--- config.mk ---
export PLATFORM = sky130hd
export DESIGN_NAME = fetch_unit
export DESIGN_NICKNAME = d
export VERILOG_FILES = /design/src/rtl/fetch_pkg.sv /design/src/rtl/fetch_fifo.sv /design/src/rtl/fetch_unit.sv
export SDC_FILE = /design/constraint.sdc
export NUM_CORES = 1
export LEC_CHECK = 0
export CORE_MARGIN = 10
export CORE_UTILIZATION = 30
export DETAILED_ROUTE_END_ITERATION = 12
export PLACE_DENSITY = 0.55
export SETUP_SLACK_MARGIN = 0.2
export SLEW_MARGIN = 30
export SYNTH_ARGS = -nofsm -noshare
export SYNTH_HDL_FRONTEND = slang
export SYNTH_SLANG_ARGS = --single-unit
export TNS_END_PERCENT = 100
--- constraint.sdc ---
create_clock -name clk -period 3.85 [get_ports clk]
set_input_delay 0.77 -clock clk [delete_from_list [all_inputs] [get_ports clk]]
set_output_delay 0.77 -clock clk [all_outputs]
set_load 0.02 [all_outputs]
--- src/rtl/fetch_pkg.sv ---
// Shared types and widths for the instruction fetch stage.
package fetch_pkg;
   localparam int WORD_W = 16;
   localparam int ADDR_W = 16;

   typedef enum logic [1:0] {
      F_IDLE,
      F_FETCH,
      F_HOLD,
      F_DISCARD
   } fetch_state_t;
endpackage

--- src/rtl/fetch_fifo.sv ---
// Synchronous FIFO holding fetched {pc, instr} pairs; flush wins over push/pop.
module fetch_fifo #(
   parameter int DEPTH = 2,
   parameter int WIDTH = 32,
   localparam int PW = $clog2(DEPTH),
   localparam int CW = PW + 1
) (
   input  logic             clk,
   input  logic             rst_n,
   input  logic             push,
   input  logic             pop,
   input  logic             flush,
   input  logic [WIDTH-1:0] wdata,
   output logic [WIDTH-1:0] rdata,
   output logic [CW-1:0]    count
);
   logic [WIDTH-1:0] mem [DEPTH];
   logic [PW-1:0]    rd_ptr;
   logic [PW-1:0]    wr_ptr;
   logic [CW-1:0]    cnt;

   always_ff @(posedge clk) begin
      if (!rst_n) begin
         rd_ptr <= '0;
         wr_ptr <= '0;
         cnt    <= '0;
         for (int unsigned i = 0; i < DEPTH; i++) mem[i] <= '0;
      end else if (flush) begin
         rd_ptr <= '0;
         wr_ptr <= '0;
         cnt    <= '0;
      end else begin
         if (push) begin
            mem[wr_ptr] <= wdata;
            wr_ptr      <= wr_ptr + PW'(1);
         end
         if (pop) rd_ptr <= rd_ptr + PW'(1);
         cnt <= cnt + CW'(push) - CW'(pop);
      end
   end

   assign rdata = mem[rd_ptr];
   assign count = cnt;
endmodule

--- src/rtl/fetch_unit.sv ---
// Instruction fetch: owns the fetch PC, issues single-outstanding reads and
// queues fetched words for the decoder; redirects flush and restart fetch.
module fetch_unit
   import fetch_pkg::*;
#(
   parameter logic [15:0] RESET_PC = 16'h0000,
   parameter int          DEPTH    = 2
) (
   input  logic              clk,
   input  logic              rst_n,
   output logic              mem_req,
   output logic [ADDR_W-1:0] mem_addr,
   input  logic              mem_ack,
   input  logic [WORD_W-1:0] mem_data,
   output logic [WORD_W-1:0] instr,
   output logic [ADDR_W-1:0] instr_pc,
   output logic              instr_valid,
   input  logic              instr_ready,
   input  logic              redirect,
   input  logic [ADDR_W-1:0] redirect_pc
);
   localparam int CW = $clog2(DEPTH) + 1;

   fetch_state_t              state, state_n;
   logic [ADDR_W-1:0]         fetch_pc, fetch_pc_n;
   logic [ADDR_W-1:0]         req_addr, req_addr_n;
   logic                      push, pop, flush;
   logic [CW-1:0]             count;
   logic [ADDR_W+WORD_W-1:0]  head;
   int                        occ_n;

   fetch_fifo #(
      .DEPTH (DEPTH),
      .WIDTH (ADDR_W + WORD_W)
   ) u_fifo (
      .clk   (clk),
      .rst_n (rst_n),
      .push  (push),
      .pop   (pop),
      .flush (flush),
      .wdata ({req_addr, mem_data}),
      .rdata (head),
      .count (count)
   );

   always_ff @(posedge clk) begin
      if (!rst_n) begin
         state    <= F_IDLE;
         fetch_pc <= RESET_PC;
         req_addr <= RESET_PC;
      end else begin
         state    <= state_n;
         fetch_pc <= fetch_pc_n;
         req_addr <= req_addr_n;
      end
   end

   always_comb begin
      state_n    = state;
      fetch_pc_n = fetch_pc;
      req_addr_n = req_addr;
      push       = 1'b0;
      flush      = 1'b0;
      pop        = instr_valid && instr_ready;
      occ_n      = int'(count) - (pop ? 1 : 0);
      // Redirect overrides push/pop; an unacked request must still be drained.
      if (redirect) begin
         flush      = 1'b1;
         pop        = 1'b0;
         fetch_pc_n = redirect_pc;
         if ((state == F_FETCH || state == F_DISCARD) && !mem_ack) begin
            state_n = F_DISCARD;
         end else begin
            state_n    = F_FETCH;
            req_addr_n = redirect_pc;
         end
      end else begin
         case (state)
            F_IDLE: begin
               state_n    = F_FETCH;
               req_addr_n = fetch_pc;
            end
            F_FETCH: begin
               if (mem_ack) begin
                  push       = 1'b1;
                  fetch_pc_n = fetch_pc + ADDR_W'(1);
                  req_addr_n = fetch_pc + ADDR_W'(1);
                  if (occ_n + 1 == DEPTH) state_n = F_HOLD;
               end
            end
            F_HOLD: begin
               if (occ_n < DEPTH) begin
                  state_n    = F_FETCH;
                  req_addr_n = fetch_pc;
               end
            end
            F_DISCARD: begin
               if (mem_ack) begin
                  state_n    = F_FETCH;
                  req_addr_n = fetch_pc;
               end
            end
            default: state_n = F_IDLE;
         endcase
      end
   end

   assign mem_req     = (state == F_FETCH) || (state == F_DISCARD);
   assign mem_addr    = req_addr;
   assign instr_pc    = head[WORD_W +: ADDR_W];
   assign instr       = head[WORD_W-1:0];
   assign instr_valid = (count != '0);
endmodule

==> results.ini, run 1 <==
[outcome]
status = finished, final reports clean

[logic_synthesis]
synth_area_leader_cell = edfxtp_1
ys_seq_area_frac = 0.546
syn-num-nets = 494
synthTopCellsByArea = edfxtp_1, dfxtp_1, and2_1, mux2_2, xor2_1
ys_ff_latch = 103
syn-instance-count = 450
ys_async_sr_fraction = 0
yosysWarnings = 0
avgSynthCellArea_um2 = 11.0
synth_cell_types = 46
synth_top_area_share = 0.388
ys.flop_type = edfxtp_1
synth_edf_count = 64
syn-cell-area_mm2 = 0.00495

[die]
core_area_mm2 = 0.0161
fp.dieArea_mm2 = 0.0220
die_y_um = 148
start_util = 0.308
row_count = 46
io_pins = 87
die_w_um = 148

[worst_setup_path]
path_cells = clkdlybuf4s50_1 -> nand3b_1 -> o31ai_4 -> buf_12
slowest_stage = o31ai_4
worstSetupEndpointType = flip-flop
worstPathArrival_ns = 2.88
required_ns = 3.89
worst-setup-path-type = in -> reg
slowest_delay_ns = 0.68
crit_path_max_fanout = 23
start_kind = input port

[drt]
antenna_left = 0
drc_errors = 0
routedWlPerCell_um = 16.6
drtPass1Iterations = 4
num_vias = 3471
via_per_inst = 4.65
routed_wl_um = 12400
first_iter_violations = 315

[sta]
final-max-slew-violation-count = 0
rsz0062_at_grt = false
hold_violations = 0
tightest_slew_ns = 0.731
fin_crit_sh = 0.736
min_period_ns = 2.84
max_slew_margin = 0.511
setup_viol = 0
clock.fmax_mhz = 353
fin_skew_ns = 0.00812
fin_setup_tns_ns = 0

[grt]
grt.total_usage = 0.112
first_global_vias = 3555
grt_max_degree = 33
grt_first_pass_wirelength_um = 19500
antenna_found_initial = 0
grt_overflow = 0

[cts]
cts_buffer_depth = 2
cts_buffers = 9
h-tree-depth = 3
cts_hold_buf = 0
cts_tree = built
cts_root_buf = clkbuf_16
post_cts_buffers = 0
path_clk_slew_ns = 0.07
clock-sinks = 103
clk_latency_ns = 0.34
cts_resized = 0

[finish]
antenna_cells = 0
stdcell_count = 746
n_fill_cell = 1556
nNetsFinal = 569
area_growth_pct = 28.2
regArea_mm2 = 0.00270
drive_above_1_share = 0.121
multi_input_area_mm2 = 0.00211

[power_and_ir_drop]
p_sw_w = 0.000624
power_frac_seq = 0.520
p_int_w = 0.00183
total_leakage_power_nw = 2.32
irDropWorstVdd_mv = 0.221
combPwrFrac = 0.129
p_clk_frac = 0.351
switching_share = 0.254
power_density_mw_per_mm2 = 386

[run]
max_cap_violations = 0

[placement]
place.gp.congestion = 0.891
dpl.hpwl_um = 9010
dpl.cell_count = 730
port_buffers = 86

[hold_path]
worstHoldPathType = reg -> reg

[path summary, 6_finish.rpt]
check,from,end,slack (ns),cells after the start
worst max-delay path,mem_ack,u_fifo.mem[0][2],1.01,4
worst min-delay path,mem_addr[0],mem_addr[0],0.50,2
worst max register to register,fetch_pc[3],mem_addr[13],1.47,5
worst min register to register,mem_addr[0],mem_addr[0],0.50,2
[registers in the layout (all words and copies together), names as in the netlist, named ones only]
name	flops
fetch_pc	16
state	2
u_fifo.wr_ptr	1
u_fifo.rd_ptr	1
u_fifo.count	2
u_fifo.mem	64
mem_addr	16
[cell usage in the layout, fill, tap and decap left out, drive strengths merged, types with 18 or more instances in the layout]
cell type,synthesis,layout
a21oi,19,19
and2,65,65
clkdlybuf4s50,0,86
dfxtp,39,39
edfxtp,64,64
mux2,32,32
nand2,28,28
nand3,18,18
nor2,18,18
[routing by layer]
layer / global-route usage / up-vias / share of wire
met5: 0 / - / 0
li1: - / 1735 / -
met4: 0.0322 / 0 / 0.0079
met1: 0.146 / 1638 / 0.46
met3: 0.0285 / 8 / 0.066
met2: 0.178 / 90 / 0.47
[power by group through the flow]
| stage | Clock [W] | Combinational, W | Sequential (W) |
|---|---|---|---|
| floorplan | 0 | 0.000158 | 0.00130 |
| finish | 0.000861 | 0.000317 | 0.00127 |
| CTS | 0.000891 | 0.000322 | 0.00128 |
| global route | 0.000936 | 0.000345 | 0.00128 |
| detailed placement | 0 | 0.000321 | 0.00130 |
| global placement | 0 | 0.000319 | 0.00130 |
[logic make-up after synthesis]
group | Yosys count | share of synthesized area
AND/OR/NAND/NOR | 174 | 0.196
flip-flops | 103 | 0.546
AO/OA/AOI/OAI | 61 | 0.0776
buffers and inverters | 41 | 0.0331
multiplexers | 35 | 0.0788
XOR/XNOR | 29 | 0.0513
adder cells (fa/ha/maj) | 7 | 0.0177
[synth_stat cells (6+ instances only)]
cell	number
nand4_1	6
xnor2_1	14
nor3_1	11
mux2_2	32
o21ai_0	15
nor2_1	18
xor2_1	15
clkbuf_1	22
and2_1	65
a21oi_1	19
nand3_1	17
dfxtp_1	39
edfxtp_1	64
nand2_1	28
nand2b_1	9
inv_1	9
ha_1	7
o31ai_1	9
[layout make-up]
type	count	share of cell area
clock buffers	9	0.0355
clock inverters	7	0.00887
inverters	9	0.00532
multi-input cells	306	0.333
flip-flops and latches	103	0.426
well taps	216	0.0426
repair buffers	96	0.149
[through the flow]
stage / hold slack (ns) / util / setup slack (ns) / cell area (um^2) / power [W]
5_1_grt: 0.551 / 0.396 / 0.866 / 6350 / 0.00256
3_5_place_dp: 0.494 / 0.378 / 0.619 / 6070 / 0.00162
6_report: 0.505 / 0.396 / 1.01 / 6350 / 0.00245
4_1_cts: 0.509 / 0.396 / 0.995 / 6350 / 0.00249
2_1_floorplan: 0.472 / - / 0.741 / 4960 / 0.00146
3_3_place_gp: 0.496 / 0.378 / 0.695 / 6070 / 0.00162
[critical path, delay by kind of cell]
family	cells	cell delay, ns
compound gates	1	0.68
simple gates	1	0.51
buf+inv	2	0.90
Power figures use the tool's default switching activity.
==> run 2: changes to the inputs <==
clock period = 2.3 ns   (was 3.85 ns; I/O delays follow)
==> results.ini, run 2 (same netlist as run 1, synthesis figures left out) <==
[finish]
antenna_cells = 0  ; unchanged
area_growth_pct = 33.9  ; was 28.2%
mostFrequentLayoutCell = and2_1  ; was clkdlybuf4s50_1
n_fill_cell = 1554  ; was 1556
fin_util = 0.413  ; was 0.396
nNetsFinal = 594  ; was 569
final_cell_mix = and2_1, edfxtp_1, clkdlybuf4s50_1  ; was clkdlybuf4s50_1, and2_1, edfxtp_1
drive_above_1_share = 0.169  ; was 0.121
largest_reg_flops = 64  ; unchanged
stdcell_area_mm2 = 0.00663  ; was 0.00635 mm^2
stdcell_count = 771  ; was 746
largest_register = u_fifo.mem  ; unchanged

[sta]
hold_violations = 0  ; unchanged
setup_viol = 0  ; unchanged
min_period_ns = 2.05
fin_crit_sh = 0.891
whs_ns = 0.495  ; was 0.505 ns
fin_skew_ns = 0.00757  ; was 0.00812 ns
rsz0062_at_grt = true  ; was false
final-max-slew-violation-count = 0  ; unchanged
max_slew_margin = 0.718  ; was 0.511
clock.fmax_mhz = 488
tightest_slew_ns = 0.419  ; was 0.731 ns

[worst_setup_path]
crit_path_max_fanout = 16  ; was 23
worst-setup-path-type = reg -> out  ; was in -> reg
worstSetupEndpointType = output pin  ; was flip-flop
required_ns = 1.84  ; was 3.89 ns
start_kind = flip-flop  ; was input port
r2r_start = u_fifo.count[1]  ; was fetch_pc[3]
worstPathArrival_ns = 1.59  ; was 2.88 ns

[power_and_ir_drop]
irDropWorstVdd_mv = 0.349  ; was 0.221 mV
power_density_mw_per_mm2 = 616  ; was 386 mW/mm^2
total_leakage_power_nw = 2.56  ; was 2.32 nW

[hold_path]
worstHoldPathType = reg -> reg  ; unchanged
min_from = mem_addr[14]  ; was mem_addr[0]

[drt]
drc_errors = 0  ; unchanged
routedWlPerCell_um = 16.7  ; was 16.6 um
drtPass1Iterations = 4  ; unchanged
num_vias = 3605  ; was 3471
antenna_left = 0  ; unchanged
first_iter_violations = 233  ; was 315
routed_wl_um = 12900  ; was 12400 um
via_per_inst = 4.68  ; was 4.65

[cts]
path_clk_slew_ns = 0.07  ; about the same
h-tree-depth = 3  ; unchanged
clock-sinks = 103  ; unchanged
cts_buffer_depth = 2  ; unchanged
cts_buffers = 9  ; unchanged
cts_tree = built  ; unchanged
cts_root_buf = clkbuf_16  ; unchanged
cts_hold_buf = 0  ; unchanged
clk_latency_ns = 0.34  ; about the same

[grt]
antenna_found_initial = 0  ; unchanged
grt_max_degree = 33  ; unchanged
grt.total_usage = 0.114  ; was 0.112
first_global_vias = 3632  ; was 3555
grt_overflow = 0  ; unchanged
grt_first_pass_wirelength_um = 20000  ; was 19500 um

[die]
start_util = 0.308  ; unchanged
die_y_um = 148  ; unchanged
fp.dieArea_mm2 = 0.0220  ; unchanged
die_w_um = 148  ; unchanged
io_pins = 87  ; unchanged
core_area_mm2 = 0.0161  ; unchanged
row_count = 46  ; unchanged

[placement]
dpl.cell_count = 750  ; was 730
dpl.hpwl_um = 9070  ; was 9010 um
placed_area_mm2 = 0.00631  ; was 0.00607 mm^2
place.gp.congestion = 0.913  ; was 0.891
port_buffers = 86  ; unchanged

[outcome]
status = finished, final reports clean  ; unchanged

[run]
max_cap_violations = 0  ; unchanged

-- run 2: stage by stage --
stage | total power [W] | TNS (ns) | setup WS, ns
after global placement | 0.00275 | -0.0116 | -0.0116
after CTS | 0.00413 | 0 | 0.215
after floorplan | 0.00244 | 0 | 0.204
after global routing | 0.00426 | 0 | 0.156
after detailed placement | 0.00275 | -0.902 | -0.0669
final | 0.00409 | 0 | 0.250
-- run 2: worst paths after layout --
kind / endpoint / slack (ns) / depth (start not counted)
worst max-delay path: instr_pc[8] / 0.25 / 3
worst min-delay path: mem_addr[14] / 0.49 / 2
worst max register to register: mem_addr[10] / 0.29 / 12
worst min register to register: mem_addr[14] / 0.49 / 2
-- run 2: per-layer routing --
metal / GRT usage / wire (um) / up-vias
met3: 0.0231 / 586 / 9
li1: - / - / 1795
met2: 0.190 / 6320 / 84
met5: 0 / 0 / -
met1: 0.142 / 5820 / 1717
met4: 0.0431 / 135 / 0
-- run 2: final cells by class --
| class | count | area, um^2 | share of cell area |
|---|---|---|---|
| repair buffers | 120 | 1200 | 0.181 |
| clock inverters | 5 | 35.0 | 0.00528 |
| well taps | 216 | 270 | 0.0407 |
| flip-flops and latches | 103 | 2710 | 0.408 |
| clock buffers | 11 | 233 | 0.0351 |
| multi-input cells | 307 | 2160 | 0.325 |
| inverters | 9 | 33.8 | 0.00509 |
-- run 2: what timing repair did --
action	CTS	global route
setup endpoints to repair	32	13
cloned	1	3
pin swaps	0	2
gates resized for setup	35	11
setup buffers	0	1
-- run 2: critical path: stages (launching register included) --
cell and delay [ns]:
dfxtp_4 0.39, buf_16 0.17, mux2_2 0.36, dlygate4sd2_1 0.33
-- run 2: where the power goes --
part / internal, W / switching, W / total [W] / leakage (nW)
Clock: 0.000737 / 0.000659 / 0.00140 / 0.132
Sequential: 0.00206 / 0.0000695 / 0.00213 / 0.988
Combinational: 0.000271 / 0.000294 / 0.000565 / 1.44
